<file path="config.mk">
export PLATFORM = sky130hd
export DESIGN_NAME = fetch_stage
export DESIGN_NICKNAME = d
export VERILOG_FILES = /design/src/rtl/processor_pkg.sv /design/src/rtl/pc_register.sv /design/src/rtl/fetch_stage.sv
export SDC_FILE = /design/constraint.sdc
export NUM_CORES = 1
export LEC_CHECK = 0
export CORE_ASPECT_RATIO = 0.5
export CORE_MARGIN = 3
export CORE_UTILIZATION = 45
export DETAILED_ROUTE_END_ITERATION = 10
export PLACE_DENSITY = 0.89
export SKIP_LAST_GASP = 1
export SYNTH_ARGS = -nofsm -noshare
export SYNTH_HDL_FRONTEND = slang
export SYNTH_SLANG_ARGS = --single-unit
</file>
<file path="constraint.sdc">
create_clock -name clock -period 6.3 [get_ports clock]
set_input_delay 1.575 -clock clock [delete_from_list [all_inputs] [get_ports clock]]
set_output_delay 1.575 -clock clock [all_outputs]
set_load 0.05 [all_outputs]
</file>
<file path="src/rtl/processor_pkg.sv">
// Shared processor constants: fetch widths, opcode field position and the bubble encoding.
package processor_pkg;

    localparam int unsigned PC_WIDTH    = 12;
    localparam int unsigned INSTR_WIDTH = 32;
    localparam int unsigned OPCODE_MSB  = 31;
    localparam int unsigned OPCODE_LSB  = 27;
    localparam int unsigned OPCODE_W    = OPCODE_MSB - OPCODE_LSB + 1;

    localparam logic [INSTR_WIDTH-1:0] NOP = '0;

    typedef logic [OPCODE_W-1:0] opcode_t;

    // Opcode field of an instruction word.
    function automatic opcode_t opcode_of(input logic [INSTR_WIDTH-1:0] instr);
        return instr[OPCODE_MSB:OPCODE_LSB];
    endfunction

endpackage

</file>
<file path="src/rtl/pc_register.sv">
// Program counter: synchronous reset, load has priority over increment.
module pc_register #(
    parameter int unsigned WIDTH = processor_pkg::PC_WIDTH
) (
    input  logic             clock,
    input  logic             reset,
    input  logic             enable,
    input  logic             load,
    input  logic [WIDTH-1:0] load_value,
    output logic [WIDTH-1:0] pc
);

    always_ff @(posedge clock) begin
        if (reset) begin
            pc <= '0;
        end else if (load) begin
            pc <= load_value;
        end else if (enable) begin
            pc <= pc + WIDTH'(1);
        end
    end

endmodule

</file>
<file path="src/rtl/fetch_stage.sv">
// Instruction fetch stage over a synchronous ROM, with a one-entry hold buffer so
// that a stall never costs a bubble on release.
module fetch_stage #(
    parameter int unsigned PC_WIDTH    = processor_pkg::PC_WIDTH,
    parameter int unsigned INSTR_WIDTH = processor_pkg::INSTR_WIDTH
) (
    input  logic                   clock,
    input  logic                   reset,
    input  logic                   stall,
    input  logic                   redirect,
    input  logic [PC_WIDTH-1:0]    redirect_pc,
    output logic [PC_WIDTH-1:0]    imem_addr,
    input  logic [INSTR_WIDTH-1:0] imem_rdata,
    output logic                   if_valid,
    output logic [INSTR_WIDTH-1:0] if_instr,
    output logic [PC_WIDTH-1:0]    if_pc,
    output logic [PC_WIDTH-1:0]    if_pc_plus1,
    output logic [4:0]             if_opcode
);

    logic [PC_WIDTH-1:0]    pc;
    logic                   req_valid;
    logic [PC_WIDTH-1:0]    req_pc;
    logic                   hold_valid;
    logic [INSTR_WIDTH-1:0] hold_instr;
    logic [PC_WIDTH-1:0]    hold_pc;

    // Redirect loads regardless of stall; stall freezes the counter otherwise.
    pc_register #(
        .WIDTH (PC_WIDTH)
    ) u_pc_register (
        .clock      (clock),
        .reset      (reset),
        .enable     (!stall),
        .load       (redirect),
        .load_value (redirect_pc),
        .pc         (pc)
    );

    assign imem_addr = pc;

    // Request tracking and hold buffer; priority reset > redirect > stall > normal.
    always_ff @(posedge clock) begin
        if (reset) begin
            req_valid  <= 1'b0;
            req_pc     <= '0;
            hold_valid <= 1'b0;
            hold_instr <= '0;
            hold_pc    <= '0;
        end else if (redirect) begin
            req_valid  <= 1'b0;
            hold_valid <= 1'b0;
        end else if (stall) begin
            req_valid <= 1'b0;
            if (!hold_valid && req_valid) begin
                hold_valid <= 1'b1;
                hold_instr <= imem_rdata;
                hold_pc    <= req_pc;
            end
        end else begin
            hold_valid <= 1'b0;
            req_valid  <= 1'b1;
            req_pc     <= pc;
        end
    end

    // Presentation mux: held word wins, a bubble presents an all-zero nop.
    always_comb begin
        if_valid    = hold_valid | req_valid;
        if_instr    = INSTR_WIDTH'(processor_pkg::NOP);
        if_pc       = '0;
        if_pc_plus1 = '0;
        if (hold_valid) begin
            if_instr = hold_instr;
            if_pc    = hold_pc;
        end else if (req_valid) begin
            if_instr = imem_rdata;
            if_pc    = req_pc;
        end
        if (if_valid) begin
            if_pc_plus1 = if_pc + PC_WIDTH'(1);
        end
        if_opcode = if_instr[processor_pkg::OPCODE_MSB:processor_pkg::OPCODE_LSB];
    end

endmodule

</file>
### Word-level counts from Yosys, hierarchy flattened

Index checks and enable logic that the tools add are counted.

| storage, ports and cells | value |
|---|---|
| input bits | 48 |
| register bits | 70 |
| output and inout port bits | 74 |
| logic and storage cells | 26 |

| cells by class | value |
|---|---|
| reduce and logical (&&, ||, !) cells | 6 |
| equality and inequality tests | 1 |
| add/subtract/negate cells | 2 |
| bitwise gates (word level) | 3 |
| muxes and demuxes | 8 |

Operators by type and width:

| cell | count |
|---|---|
| two-way mux 32 bit | 2 |
| two-way mux 12 bit | 5 |
| adder 12 x 1 -> 12 bit (second input constant) | 2 |
| AND reduction 3 bit | 1 |
| OR reduction 3 bit | 1 |
| != test 2 x 1 -> 1 bit (second input constant) | 1 |
| NOT 1 bit | 2 |
| AND reduction 2 bit | 1 |
| OR reduction 2 bit | 1 |
| logical AND 1 bit | 1 |
| zero test 1 bit | 1 |
| two-way mux 1 bit | 1 |
| OR 1 bit | 1 |

### Longest topological paths before layout

| depth | value |
|---|---|
| depth after elaboration | 4 |
| mapped depth | 10 |
| gate-level depth less buffers | 6 |

### Cells and area by module

From an unflattened synthesis, not the netlist that was laid out.

| second synthesis, totals | value |
|---|---|
| cells, all modules | 524 |
| area, all modules | 3,676.0 um^2 |

By module, submodules not included:

| module | area an instance (um^2) | seq. area each (um^2) | instances | cells each |
|---|---|---|---|---|
| fetch_stage | 2,990.4 | 1,161.1 | 1 | 442 |
| pc_register | 685.7 | 240.2 | 1 | 82 |

### Worst setup path after synthesis

No wires, ideal clock.

| timing path | value |
|---|---|
| kind | register -> output |
| start point | reg req_valid |
| end point | out if_pc_plus1[6] |
| arrival time | 4.218 ns |
| path buffers | 2 |
| required time | 4.725 ns |
| setup slack | 0.507 ns |
| cell stages (with the launch flop) | 9 |
| cells stage by stage | dfxtp_1 -> clkbuf_1 -> clkbuf_1 -> nand2_1 -> o21ai_0 -> ha_1 -> a21boi_1 -> a31oi_1 -> a211oi_1 |

| between the ends | value |
|---|---|
| cells in the longest elaborated chain, start to end | 4 |
| elaborated cells on any way between the ends | 5 |
| classes of those cells | 1 x add/sub; 3 x mux; 1 x bitwise |

Ends and longest elaborated chain:

| what | line | RTL |
|---|---|---|
| from (decl) | fetch_stage.sv:22 | `logic req_valid;` |
| from (signal assigned) | fetch_stage.sv:45 | `req_valid <= 1'b0;` |
| from (signal assigned) | fetch_stage.sv:51 | `req_valid <= 1'b0;` |
| from (signal assigned) | fetch_stage.sv:54 | `req_valid <= 1'b0;` |
| two-way mux 12 bit | fetch_stage.sv:76 | `end else if (req_valid) begin` |
| two-way mux 12 bit | fetch_stage.sv:73 | `if (hold_valid) begin` |
| via if_pc[1] | fetch_stage.sv:16 | `output logic [PC_WIDTH-1:0] if_pc,` |
| adder 12 x 1 -> 12 bit | fetch_stage.sv:81 | `if_pc_plus1 = if_pc + PC_WIDTH'(1);` |
| two-way mux 12 bit | fetch_stage.sv:80 | `if (if_valid) begin` |
| to (decl) | fetch_stage.sv:17 | `output logic [PC_WIDTH-1:0] if_pc_plus1,` |

The timed path passes the listed nets, and every way through them passes these cells.

### Worst setup path after layout

| timing path | value |
|---|---|
| start point | in imem_rdata[31] |
| end point | out if_instr[31] |

| between the ends | value |
|---|---|
| cells in the longest elaborated chain, start to end | 2 |

Ends and longest elaborated chain:

| what | line | RTL |
|---|---|---|
| from (decl) | fetch_stage.sv:13 | `input logic [INSTR_WIDTH-1:0] imem_rdata,` |
| two-way mux 32 bit | fetch_stage.sv:76 |  |
| two-way mux 32 bit | fetch_stage.sv:73 |  |
| to (decl) | fetch_stage.sv:15 | `output logic [INSTR_WIDTH-1:0] if_instr,` |

Every way passes these cells.

==> impl_metrics.json <==
{
  "clk_pin_slew_ps": 50,
  "post_drt_via_cell_ratio": 5.12,
  "synth_top_family_by_area": "simple AND/OR/NAND/NOR gates",
  "seq_power_share": 0.395,
  "synthMuxAreaShare": 0.00282,
  "top_layer_used": "met4",
  "synth-edff-count": 0,
  "r2r_cells": 4,
  "yosys.area_share.xor_xnor": 0.0395,
  "dp_slack_ps": 1420,
  "yosys_warnings": 0,
  "power_density_mw_per_mm2": 235,
  "synth.most_common_cell": "nand2_1",
  "holdBufCountCts": 0,
  "clkSinkCount": 70,
  "grt_overflow_total": 0,
  "globalRouteTotalUtil": 0.207,
  "grt_max_degree": 71,
  "die-area_mm2": 0.00906,
  "synth-adder-area-share": 0.00705,
  "die_w_um": 132,
  "htreeDepth": 3,
  "swShare": 0.241,
  "switchingPower_w": 0.000286,
  "clock_skew_ps": 7.77,
  "routedWlPerCell_um": 13.1,
  "core-area_mm2": 0.00749,
  "antenna_left": 0,
  "slew_violations": 0,
  "netlist_instances": 521,
  "cp_max_fo": 2,
  "holdPathStages": 2,
  "n_antenna_cell": 0,
  "root_buffer": "clkbuf_16",
  "nets": 663,
  "run_status": "finished, final reports clean",
  "synth-async-reset-ratio": 0,
  "dp_hpwl_mm": 6.29,
  "cp.required_ps": 4720,
  "rsz0062_at_grt": "false",
  "met3_length_um": 400,
  "end_kind": "output pin",
  "ios": 122,
  "synth-main-ff-cell": "dfxtp_1",
  "finalSetupViolCount": 0,
  "post_cts_buffers": 0,
  "synth_top_cell_area_share": 0.395,
  "syn_nets": 571,
  "synth_compound_area_frac": 0.179,
  "fmax_ghz": 0.203,
  "syn_area_mm2": 0.00355,
  "gp_congestion": 0.787,
  "reg2reg_slack_ps": 3900,
  "criticalPathCategory": "primary input to output pin",
  "remaining_drc_errors": 0,
  "finalHoldViolations": 0,
  "cts_tree": "done",
  "first_pass_iters": 4,
  "p_comb_frac": 0.124,
  "syn-mean-instance-area_um2": 6.82,
  "wirelength_mm": 9.52,
  "fin_tns_setup_ps": 0,
  "r2r_start": "hold_valid",
  "leakage_nw": 1.64,
  "yosys-top-cells-count": "216 x nand2_1, 70 x dfxtp_1, 62 x a21oi_1",
  "endpoint": "if_instr[31]",
  "die_h_um": 68.8,
  "reg2reg_to": "hold_pc[11]",
  "pwr-share-clk": 0.481,
  "period_minus_slack_ps": 4910,
  "cts_resized": 0,
  "met2_length_mm": 4.65,
  "synth-seq-cells": 70,
  "slew_headroom": 0.340,
  "grt_pass1_wl_mm": 15.2,
  "grt_pass1_vias": 3199,
  "rows": 22,
  "drt-met1-wl_mm": 4.31,
  "synth_area_leaders": "dfxtp_1 39%, nand2_1 23%, a21oi_1 8.7%, o21ai_0 6.2%, xnor2_1 3.7%",
  "synthSimpleGateAreaFrac": 0.313,
  "grt_antenna_before_repair": 0,
  "synth_area_leader_cell": "dfxtp_1",
  "yosysSeqAreaShare": 0.395,
  "drv_cap": 0,
  "tightest_slew_ps": 990,
  "start_util": 0.474,
  "holdCritPathClass": "flop to flop",
  "fin_cells": 726,
  "drive_gt1_frac": 0.0405,
  "drt_iter0_drc": 246,
  "cp-startpoint": "imem_rdata[31]",
  "clk_path_buf_depth": 2,
  "clkLatencyLatePin_ps": 330,
  "areaGrowthSynthToFinish_pct": 42.1,
  "port_buffers": 121,
  "cts_made_buffers": 9,
  "cp-start-kind": "primary input",
  "fin_util": 0.674,
  "p_int_w": 0.000899,
  "max-vdd-ir-drop_uv": 146,
  "place_inst": 710,
  "vias": 3720,
  "worst_slack_ps": 1390,
  "arrival_ps": 3340,
  "synthDistinctLibCells": 37,
  "fin_crit_sh": 0.780
}
through the flow:
step / instance area (um^2) / power [W] / hold slack [ps]
after floorplan: 3550 / 0.000560 / 436
after global placement: 4710 / 0.000622 / 442
after detailed placement: 4710 / 0.000623 / 447
after CTS: 5050 / 0.00120 / 454
after global routing: 5050 / 0.00123 / 470
final: 5050 / 0.00118 / 453
critical path, cell delays in order:
cell and delay (ps):
clkdlybuf4s50_1 480, nand2_1 50, o21ai_0 350, clkdlybuf4s50_1 880
state kept, by name, summed over array words and instances, names as in the netlist:
register and cells:
req_valid 1, u_pc_register.pc 12, hold_instr 32, req_pc 12, hold_pc 12, hold_valid 1
logic make-up (layout without fill, tap and decap cells):
logic type,count (synthesis),count (layout)
multiplexers,1,1
buffers and inverters,47,144
adder cells (fa/ha/maj),2,2
XOR/XNOR,16,16
flip-flops,70,70
AND/OR/NAND/NOR,265,265
AO/OA/AOI/OAI,120,120
cell type report:
cell class                 count  area, um^2
sequential                    70        1400
timing repair buffer         125        1240
fill                         699        2440
multi-input combinational    404        1920
inverter                       3        11.3
clock inverter                 6         110
tap                          108         135
clock buffer                  10         229
worst min path at each step:
stage	start	slack (ps)	endpoint
after floorplan	hold_instr[0]	440	hold_instr[0]
after global placement	hold_instr[2]	440	hold_instr[2]
after detailed placement	hold_instr[3]	450	hold_instr[3]
after CTS	hold_instr[3]	450	hold_instr[3]
after global routing	hold_instr[28]	470	hold_instr[28]
final	hold_instr[22]	450	hold_instr[22]
per-layer routing:
| metal | vias up | track usage |
|---|---|---|
| li1 | 1902 | - |
| met1 | 1703 | 0.247 |
| met2 | 100 | 0.373 |
| met3 | 15 | 0.0536 |
| met4 | 0 | 0.0772 |
| met5 | - | 0 |
cell usage in the layout (no fill, tap or decap), drive strengths merged, types with 3 or more instances in the layout:
master | netlist | routed
a211oi | 4 | 4
a21oi | 62 | 62
a22oi | 3 | 3
buf | 19 | 5
bufinv | 0 | 3
clkbuf | 25 | 10
clkdlybuf4s50 | 0 | 120
dfxtp | 70 | 70
nand2 | 216 | 216
nand3 | 10 | 10
nand3b | 3 | 3
nand4 | 3 | 3
nand4b | 7 | 7
nor2 | 13 | 13
nor3 | 4 | 4
o21ai | 44 | 44
xnor2 | 15 | 15
power by group through the flow:
stage	Combinational (W)	Clock [W]	Sequential (W)
2_1_floorplan	0.0000705	0	0.000490
6_report	0.000146	0.000570	0.000468
3_3_place_gp	0.000145	0	0.000477
5_1_grt	0.000156	0.000600	0.000470
4_1_cts	0.000147	0.000582	0.000468
3_5_place_dp	0.000146	0	0.000477
Note: power is estimated with default switching activity, not from simulation.
